<file path="config.mk">
export PLATFORM = sky130hd
export DESIGN_NAME = shift_reg_ctrl
export DESIGN_NICKNAME = d
export VERILOG_FILES = /design/src/rtl/shift_reg_ctrl.sv
export SDC_FILE = /design/constraint.sdc
export NUM_CORES = 1
export LEC_CHECK = 0
export BUFFER_PORTS_ARGS = -buffer_cell sky130_fd_sc_hd__buf_4
export CORE_MARGIN = 2
export CORE_UTILIZATION = 45
export CTS_CLUSTER_DIAMETER = 80
export DETAILED_ROUTE_END_ITERATION = 10
export PLACE_DENSITY = 0.76
export SETUP_SLACK_MARGIN = 0.4
export SYNTH_ARGS = -nofsm -noshare
export SYNTH_HDL_FRONTEND = slang
export SYNTH_SLANG_ARGS = --single-unit
</file>
<file path="constraint.sdc">
create_clock -name clk -period 1.95 [get_ports clk]
set_input_delay 0.39 -clock clk [delete_from_list [all_inputs] [get_ports clk]]
set_output_delay 0.39 -clock clk [all_outputs]
set_load 0.05 [all_outputs]
</file>
<file path="src/rtl/shift_reg_ctrl.sv">
// Command sequencer for an 8-bit universal shift register.
// Accepts one command at a time and drives select/parallel/serial inputs until the result is in sr_q.
module shift_reg_ctrl #(
  parameter int WIDTH = 8,
  parameter int AMT_W = 4
) (
  input  logic             clk,
  input  logic             reset,
  input  logic             cmd_valid,
  output logic             cmd_ready,
  input  logic [2:0]       cmd_op,
  input  logic [AMT_W-1:0] cmd_amt,
  input  logic [WIDTH-1:0] cmd_data,
  input  logic             cmd_fill,
  input  logic [WIDTH-1:0] sr_q,
  output logic [1:0]       sr_select,
  output logic [WIDTH-1:0] sr_in,
  output logic             sr_msb_in,
  output logic             sr_lsb_in,
  output logic             sr_clear,
  output logic             busy,
  output logic             done
);

  localparam logic [2:0] S_IDLE  = 3'd0;
  localparam logic [2:0] S_LOAD  = 3'd1;
  localparam logic [2:0] S_SHIFT = 3'd2;
  localparam logic [2:0] S_CLEAR = 3'd3;
  localparam logic [2:0] S_DONE  = 3'd4;

  localparam logic [2:0] OP_NOP   = 3'b000;
  localparam logic [2:0] OP_LOAD  = 3'b001;
  localparam logic [2:0] OP_SHR   = 3'b010;
  localparam logic [2:0] OP_SHL   = 3'b011;
  localparam logic [2:0] OP_ROR   = 3'b100;
  localparam logic [2:0] OP_ROL   = 3'b101;
  localparam logic [2:0] OP_ASR   = 3'b110;
  localparam logic [2:0] OP_CLEAR = 3'b111;

  localparam logic [AMT_W-1:0] AMT_MAX = AMT_W'(WIDTH);

  localparam logic [1:0] SEL_HOLD  = 2'b00;
  localparam logic [1:0] SEL_RIGHT = 2'b01;
  localparam logic [1:0] SEL_LEFT  = 2'b10;
  localparam logic [1:0] SEL_LOAD  = 2'b11;

  logic [2:0]       r_state;
  logic [2:0]       r_op;
  logic             r_fill;
  logic [WIDTH-1:0] r_data;
  logic [AMT_W-1:0] r_cnt;

  logic [2:0]       w_next_state;
  logic [AMT_W-1:0] w_amt;
  logic             w_accept;
  logic             w_unused_q;

  // Only the end bits of sr_q feed back into the serial inputs.
  assign w_unused_q = ^sr_q[WIDTH-2:1];

  assign cmd_ready = (r_state == S_IDLE) && !reset;
  assign w_accept  = cmd_valid && cmd_ready;
  assign w_amt     = (cmd_amt > AMT_MAX) ? AMT_MAX : cmd_amt;
  assign busy      = (r_state != S_IDLE);

  always_comb begin
    w_next_state = r_state;
    case (r_state)
      S_IDLE: begin
        if (w_accept) begin
          case (cmd_op)
            OP_NOP:   w_next_state = S_DONE;
            OP_LOAD:  w_next_state = S_LOAD;
            OP_CLEAR: w_next_state = S_CLEAR;
            default:  w_next_state = (w_amt == '0) ? S_DONE : S_SHIFT;
          endcase
        end
      end
      S_LOAD:  w_next_state = S_DONE;
      S_CLEAR: w_next_state = S_DONE;
      S_SHIFT: w_next_state = (r_cnt == AMT_W'(1)) ? S_DONE : S_SHIFT;
      S_DONE:  w_next_state = S_IDLE;
      default: w_next_state = S_IDLE;
    endcase
  end

  always_ff @(posedge clk) begin
    if (reset) begin
      r_state <= S_IDLE;
      r_op    <= OP_NOP;
      r_fill  <= 1'b0;
      r_data  <= '0;
      r_cnt   <= '0;
    end else begin
      r_state <= w_next_state;
      if (w_accept) begin
        r_op   <= cmd_op;
        r_fill <= cmd_fill;
        r_data <= cmd_data;
        r_cnt  <= w_amt;
      end else if (r_state == S_SHIFT) begin
        r_cnt <= r_cnt - AMT_W'(1);
      end
    end
  end

  // Serial feedback is taken combinationally from sr_q so every step of a rotate/ASR sees the latest value.
  always_comb begin
    sr_select = SEL_HOLD;
    sr_in     = '0;
    sr_msb_in = 1'b0;
    sr_lsb_in = 1'b0;
    sr_clear  = 1'b0;
    done      = 1'b0;
    case (r_state)
      S_LOAD: begin
        sr_select = SEL_LOAD;
        sr_in     = r_data;
      end
      S_CLEAR: sr_clear = 1'b1;
      S_SHIFT: begin
        case (r_op)
          OP_SHR: begin sr_select = SEL_RIGHT; sr_msb_in = r_fill;         end
          OP_ROR: begin sr_select = SEL_RIGHT; sr_msb_in = sr_q[0];        end
          OP_ASR: begin sr_select = SEL_RIGHT; sr_msb_in = sr_q[WIDTH-1];  end
          OP_SHL: begin sr_select = SEL_LEFT;  sr_lsb_in = r_fill;         end
          OP_ROL: begin sr_select = SEL_LEFT;  sr_lsb_in = sr_q[WIDTH-1];  end
          default: sr_select = SEL_HOLD;
        endcase
      end
      S_DONE: done = 1'b1;
      default: ;
    endcase
  end

endmodule

</file>
# Word-level counts from Yosys, hierarchy flattened
# Index checks and enable logic that the tools add are counted.
# totals
register_bits	19
output_inout_bits	16
elab_cells	48
# op_classes
addsub	1
n_lt_le_gt_ge	1
n_eq_ne	13
muxes	17
n_reduce_logical	11
# ops
op	count
$pmux W3 S3	2
$eq A3 B3 Y1 const B	5
$eq A3 B2 Y1 const B	4
$mux W4	3
$mux W3	3
$mux W8	1
$pmux W2 S2	2
$eq A3 B1 Y1 const B	2
$logic_not A3 Y1	2
$eq A4 B1 Y1 const B	1
$gt A4 B4 Y1 const B	1
$logic_not A4 Y1	1
$mux W1	4
$reduce_or A2 Y1	2
$sub A4 B1 Y4 const B	1
$pmux W1 S3	1
$reduce_bool A3 Y1	1
$reduce_or A3 Y1	1
$logic_and A1 B1 Y1	2
$ne A2 B2 Y1 const B	1
$pmux W1 S2	1
$reduce_bool A2 Y1	1
$logic_not A1 Y1	1

# Depth between registers and ports, before layout
# Gate-level depths: netlist (run 1).
# logic_depth
word_depth	7
depth_mapped	7
depth_no_buf	5

# Worst setup path before layout (run 1)
# OpenSTA, ideal clock, no wires.
# synth_path
kind	reg2out
from	register r_state[0]
to	output sr_msb_in
arrival_time_ps	3251
t_required_ps	1560
slack_ps	-1691
path_stages_with_launch	3
cell_sequence	dfxtp_1 or3b_4 a2111oi_0
# synth_via
elab_chain_len	2
# synth_lines
item	line	text
start: declaration	47	logic [2:0] r_state;
start signal: assignment	95	r_state <= w_next_state;
$eq A3 B2 Y1	115	case (r_state)
$mux W1	115	
end: declaration	18	output logic sr_msb_in,
# No other way between the ends.

# Final worst setup path (run 1)
# layout_path
from	register r_state[0]
to	output sr_select[0]
# layout_via
elab_chain_len	2
elab_cells_between_ends	3
cone_classes	eq/ne (2); mux (1)
# layout_lines
item	line	text
$eq A3 B2 Y1 / $eq A3 B1 Y1 (equally long branches)	115	
$pmux W2 S2 (*)	115	
end: declaration	16	output logic [1:0] sr_select,
# Mark *: on every way between the ends. The rest lies on a longest branch, timed or not.

==> impl_metrics.tcl, run 1 <==
set metrics [dict create \
    clockBufferDepth 2 \
    synth_ff_type "dfxtp_1" \
    clock.fmax_ghz 0.4985 \
    cts_max_level 1 \
    hold_buffers 0 \
    netlist_top_cells_count "29 x nand2_1, 20 x a21oi_1, 19 x dfxtp_1" \
    synth.area.top_cells "dfxtp_1 38%, nand2_1 11%, a21oi_1 10%, and3_1 5.7%, nand3_1 4.0%" \
    dp_slack_ns 0.1411 \
    gp_congestion 0.8244 \
    async_flop_share_pct 0 \
    synth_cell_types 27 \
    drive_gt1_share_pct 53.13 \
    yosysMostFrequentCell "nand2_1" \
    grt_pass1_wl_um 5209 \
    power.total_mw 1.134 \
    routed_via_density 5.895 \
    seqCellArea_sq_um 392.9 \
    dp_hpwl_um 1909 \
    syn_area_sq_um 993.5 \
    core-area_sq_mm 0.002148 \
    grt_use_total_pct 26.93 \
    drtIter0Drc 68 \
    rsz0062_at_grt "true" \
    cts_tree "done" \
    power_density_mw_per_mm2 617.7 \
    grt_max_degree 21 \
    fill_cells 122 \
    die_width_um 50.99 \
    critPathArrivalTime_ns 1.62 \
    cp_max_fo 4 \
    critPathCaptureType "primary output" \
    finalMaxSlewViolations 0 \
    antenna_found_initial 0 \
    power_frac_comb_pct 40.7 \
    clk_pin_slew_worst_paths_ns 0.12 \
    io_pins 43 \
    cts_buffers 3 \
    violations "setup timing" \
    slew_headroom_pct 70.28 \
    start_util_pct 46.24 \
    grt_overflow 0 \
    seqPwrFrac_pct 39.8 \
    maxCapViolations 0 \
    postRouteAntennaNets 0 \
    tightest_slew_ns 0.4439 \
    power_frac_clock_pct 19.5 \
    yosys_warnings 0 \
    synth.avg_cell_area_sq_um 7.305 \
    clockRootBuffer "clkbuf_4" \
    syn_inst 136 \
    instances_no_fill 220 \
    fin_crit_ns 2.006 \
    yosys_register_bits 19 \
    r2r_setup_slack_ns 0.10 \
    wl_per_cell_um 18.90 \
    switchingPower_mw 0.4210 \
    status "finished with violations" \
    area_growth_pct 84.76 \
    utilization_pct 85.44 \
    drc 0 \
    fin_nets 222 \
    grt_pass1_vias 1149 \
    totalWireLength_um 4158 \
    yosysSeqAreaShare_pct 38.29 \
    final_hold_viol_count 0 \
    die_y_um 50.99 \
    syn-num-nets 165 \
    cp-start-kind "flip-flop" \
    p_leak_nw 0.7480 \
    synth_edf_count 0 \
    io_buffers 36 \
    yosys.area.top_type "dfxtp_1" \
    setup_viol 2 \
    peakVddDrop_mv 0.6116 \
    min_period_over_period_pct 102.9 \
    worst-endpoint-required_ns 1.56 \
    rows 17 \
    multi_input_area_sq_um 764.5 \
    hp-class "in2reg" \
    worstSetupPathType "reg2out" \
    setup_slack_ns -0.05619 \
    yosysTopAreaCellShare_pct 38.29 \
    dieArea_sq_mm 0.002599 \
    antenna_cells 0 \
    drtPass1Iterations 4 \
    dp_cells 195 \
    clock_latency_ns 0.32 \
    fin_worst_skew_ns 0.005401 \
    vias 1297 \
    sw_frac_of_total_pct 37.13 \
    internal-power_mw 0.7129 \
    cts_sinks 19 \
]
-- per-stage QoR --
step,instance area (sq um),hold WS [ns],TNS (ns)
6_report,1836,0.3062,-0.08599
5_1_grt,1836,0.3180,-0.1298
4_1_cts,1633,0.3083,-0.01231
3_5_place_dp,1361,0.4428,0
3_3_place_gp,1361,0.4380,0
2_1_floorplan,1065,0.4316,0
-- registers in the layout, indices dropped and copies added, names as in the netlist --
| name | count |
|---|---|
| r_data | 8 |
| r_cnt | 4 |
| r_op | 3 |
| r_state | 3 |
| r_fill | 1 |
-- power groups by stage --
stage | clock network (mW) | logic [mW] | registers, mW
2_1_floorplan | 0 | 0.199 | 0.444
3_3_place_gp | 0 | 0.275 | 0.452
3_5_place_dp | 0 | 0.286 | 0.455
4_1_cts | 0.222 | 0.332 | 0.446
5_1_grt | 0.231 | 0.488 | 0.453
6_report | 0.221 | 0.462 | 0.452
-- worst max-delay path, stage by stage, from the launching register on --
cell and delay [ns]:
dfxtp_4 0.38, or3b_4 0.44, o31ai_4 0.28, buf_6 0.20
-- timing repair --
| item | 4_1_cts | 5_1_grt |
|---|---|---|
| endpoints found under the setup margin | 32 | 33 |
| gates cloned | 1 | 2 |
| pin swaps | 8 | 9 |
| gates resized for setup | 54 | 25 |
| buffers inserted | 7 | 11 |
-- layout by cell type (no fill, tap or decap), drive strengths merged --
cell     synthesis  routed
o21a             1       1
dfxtp           19      19
clkinv           0       1
nand3            8       8
ha               2       2
nor3             3       3
or3b             1       1
a21oi           21      21
nor2             9       9
xnor2            3       3
nor3b            1       1
buf              2      60
and3             9       9
nand2           29      30
a211oi           1       1
nor2b            2       2
or4              2       2
and3b            1       1
clkbuf           7       3
and2             1       1
a2bb2oi          1       1
inv              4       4
a2111oi          2       2
a31oi            2       2
o31ai            1       1
o21ai            4       4
-- final cells by class --
type | instances | area share (%)
clock buffer | 3 | 1.227
clock inverter | 1 | 0.2727
inverter | 4 | 0.8180
multi-input combinational | 105 | 41.65
sequential | 19 | 21.40
tap | 28 | 1.909
timing repair buffer | 60 | 32.72
-- layer usage --
layer	GRT usage, %	routed length [um]	vias to the layer above	part of all wire (%)
met3	3.801	272	22	6.5
li1	-	-	586	-
met5	0	0	-	0
met4	13.06	178	0	4.3
met2	45.45	2119	81	51
met1	33.46	1587	608	38
-- worst paths after layout --
check	startpoint	to	cells after the start
hold reg to reg	r_data[1]	r_data[1]	2
hold / removal	cmd_data[1]	r_data[1]	3
setup reg to reg	r_state[0]	r_cnt[3]	6
setup / recovery	r_state[0]	sr_select[0]	3
-- cells by family (layout without fill, tap and decap cells) --
group	Yosys count	after routing	share of synthesized area, %
AND/OR/NAND/NOR	66	67	32.24
AO/OA/AOI/OAI	33	33	19.15
flip-flops	19	19	38.29
buffers and inverters	13	68	5.164
XOR/XNOR	3	3	2.645
adder cells (fa/ha/maj)	2	2	2.518
Power figures use the tool's default switching activity.
==> inputs of run 2 (changes only) <==
Settings changed: PLACE_DENSITY 0.76 to 0.87.
==> impl_metrics.tcl, run 2 (same netlist as run 1, synthesis figures left out) <==
set metrics [dict create \
    status "finished with violations" \
    violations "setup timing" \
    dp_slack_ns 0.1775 \
    grt_use_total_pct 24.51 \
    rows 17 \
    route.met2.wl_um 1616 \
    start_util_pct 46.24 \
    vias 1148 \
    clock.fmax_ghz 0.5088 \
    grt_pass1_wl_um 4733 \
    top_regs "r_data (8), r_cnt (4)" \
    antenna_found_initial 0 \
    drc 0 \
    cp-start-kind "flip-flop" \
    finalMaxSlewViolations 0 \
    wl_met3_um 154 \
    core-area_sq_mm 0.002148 \
    min_to "r_data[0]" \
    maxCapViolations 0 \
    routed_via_density 5.519 \
    r2r_setup_slack_ns 0.10 \
    hp-class "in2reg" \
    worstReg2RegEnd "r_cnt[3]" \
    cts_max_level 1 \
    die_y_um 50.99 \
    area_growth_pct 58.31 \
    hold_buffers 0 \
    dp_hpwl_um 2063 \
    io_buffers 36 \
    regMostFlops "r_data" \
    cp_max_fo 5 \
    cts_buffers 3 \
    clk_pin_slew_worst_paths_ns 0.11 \
    worst-endpoint-required_ns 1.56 \
    clockBufferDepth 2 \
    worstSetupPathType "reg2out" \
    final_cell_mix "31 x buf_4, 28 x nand2_1, 19 x a21oi_1" \
    min_period_over_period_pct 100.8 \
    critPathCaptureType "primary output" \
    slew_headroom_pct 74.65 \
    placed_area_sq_mm 0.001376 \
    clockRootBuffer "clkbuf_4" \
    routed.top_layer "met4" \
    drtPass1Iterations 4 \
    largest_reg_flops 8 \
    reg2reg_depth 6 \
    drtIter0Drc 29 \
    grt_max_degree 21 \
    power.total_mw 1.005 \
    fin_nets 210 \
    final_common_cell "buf_4" \
    setup_viol 1 \
    totalWireLength_um 3129 \
    final_hold_viol_count 0 \
    fin_worst_skew_ns 0.004694 \
    postRouteAntennaNets 0 \
    drive_gt1_share_pct 46.11 \
    die_width_um 50.99 \
    fin_crit_ns 1.966 \
    met1Wirelength_um 1272 \
    r2r-start "r_state[0]" \
    cts_tree "done" \
    p_leak_nw 0.6641 \
    fill_cells 170 \
    rsz0062_at_grt "true" \
    critPathArrivalTime_ns 1.58 \
    cts_sinks 19 \
    antenna_cells 0 \
    clock_latency_ns 0.31 \
    wl_per_cell_um 15.04 \
    dieArea_sq_mm 0.002599 \
    peakVddDrop_mv 0.5035 \
    power_density_mw_per_mm2 638.8 \
    grt_pass1_vias 1086 \
    io_pins 43 \
    grt_overflow 0 \
    min_from "cmd_data[0]" \
    gp_congestion 0.8973 \
    tightest_slew_ns 0.3782 \
    setup_slack_ns -0.01554 \
    hold_depth 3 \
    final_area_sq_mm 0.001573 \
]
[run 2: cell type report]
class	instances	area (sq um)	area share [%]
inverter	4	15.01	0.9547
sequential	19	392.9	24.98
clock buffer	3	22.52	1.432
timing repair buffer	49	447.9	28.48
clock inverter	1	5.005	0.3182
multi-input combinational	104	654.4	41.61
tap	28	35.03	2.228
[run 2: what timing repair did]
item,CTS,global route
hold endpoints to repair,0,0
pin swaps,1,1
setup buffers,2,4
cloned,1,0
endpoints found under the setup margin,27,20
gates resized for setup,28,9
[run 2: worst max-delay path by stage]
| stage | start | endpoint | slack (ns) | cells after the start |
|---|---|---|---|---|
| after CTS | r_state[0] | sr_msb_in | -0.001 | 3 |
| after floorplan | r_state[2] | sr_msb_in | 0.17 | 2 |
| after detailed placement | cmd_amt[0] | r_state[2] | 0.18 | 5 |
| after global placement | cmd_amt[0] | r_state[2] | 0.20 | 5 |
| final | r_state[0] | sr_msb_in | -0.02 | 3 |
| after global routing | r_state[0] | sr_msb_in | -0.05 | 3 |
[run 2: power by group]
group | switching (mW) | internal (mW) | total [mW]
Clock | 0.132 | 0.0768 | 0.209
Combinational | 0.189 | 0.156 | 0.345
Sequential | 0.0328 | 0.418 | 0.451
[run 2: worst max-delay path: stages (launching register included)]
cell	delay, ns
dfxtp_4	0.39
or3b_4	0.44
a2111oi_4	0.23
buf_6	0.21
[run 2: through the flow]
stage / util [%] / TNS [ns] / cells / hold slack [ns]
after floorplan: - / 0 / 136 / 0.4316
after global placement: 64.07 / 0 / 197 / 0.4383
after detailed placement: 64.07 / 0 / 197 / 0.4423
after CTS: 70.36 / -0.001399 / 204 / 0.3124
after global routing: 73.21 / -0.07756 / 208 / 0.3199
final: 73.21 / -0.01554 / 208 / 0.3189
[run 2: layer usage]
layer | global-route usage [%] | vias up
met5 | 0 | -
met4 | 15.32 | 0
met3 | 3.509 | 11
met2 | 42.21 | 48
met1 | 28.26 | 532
li1 | - | 557
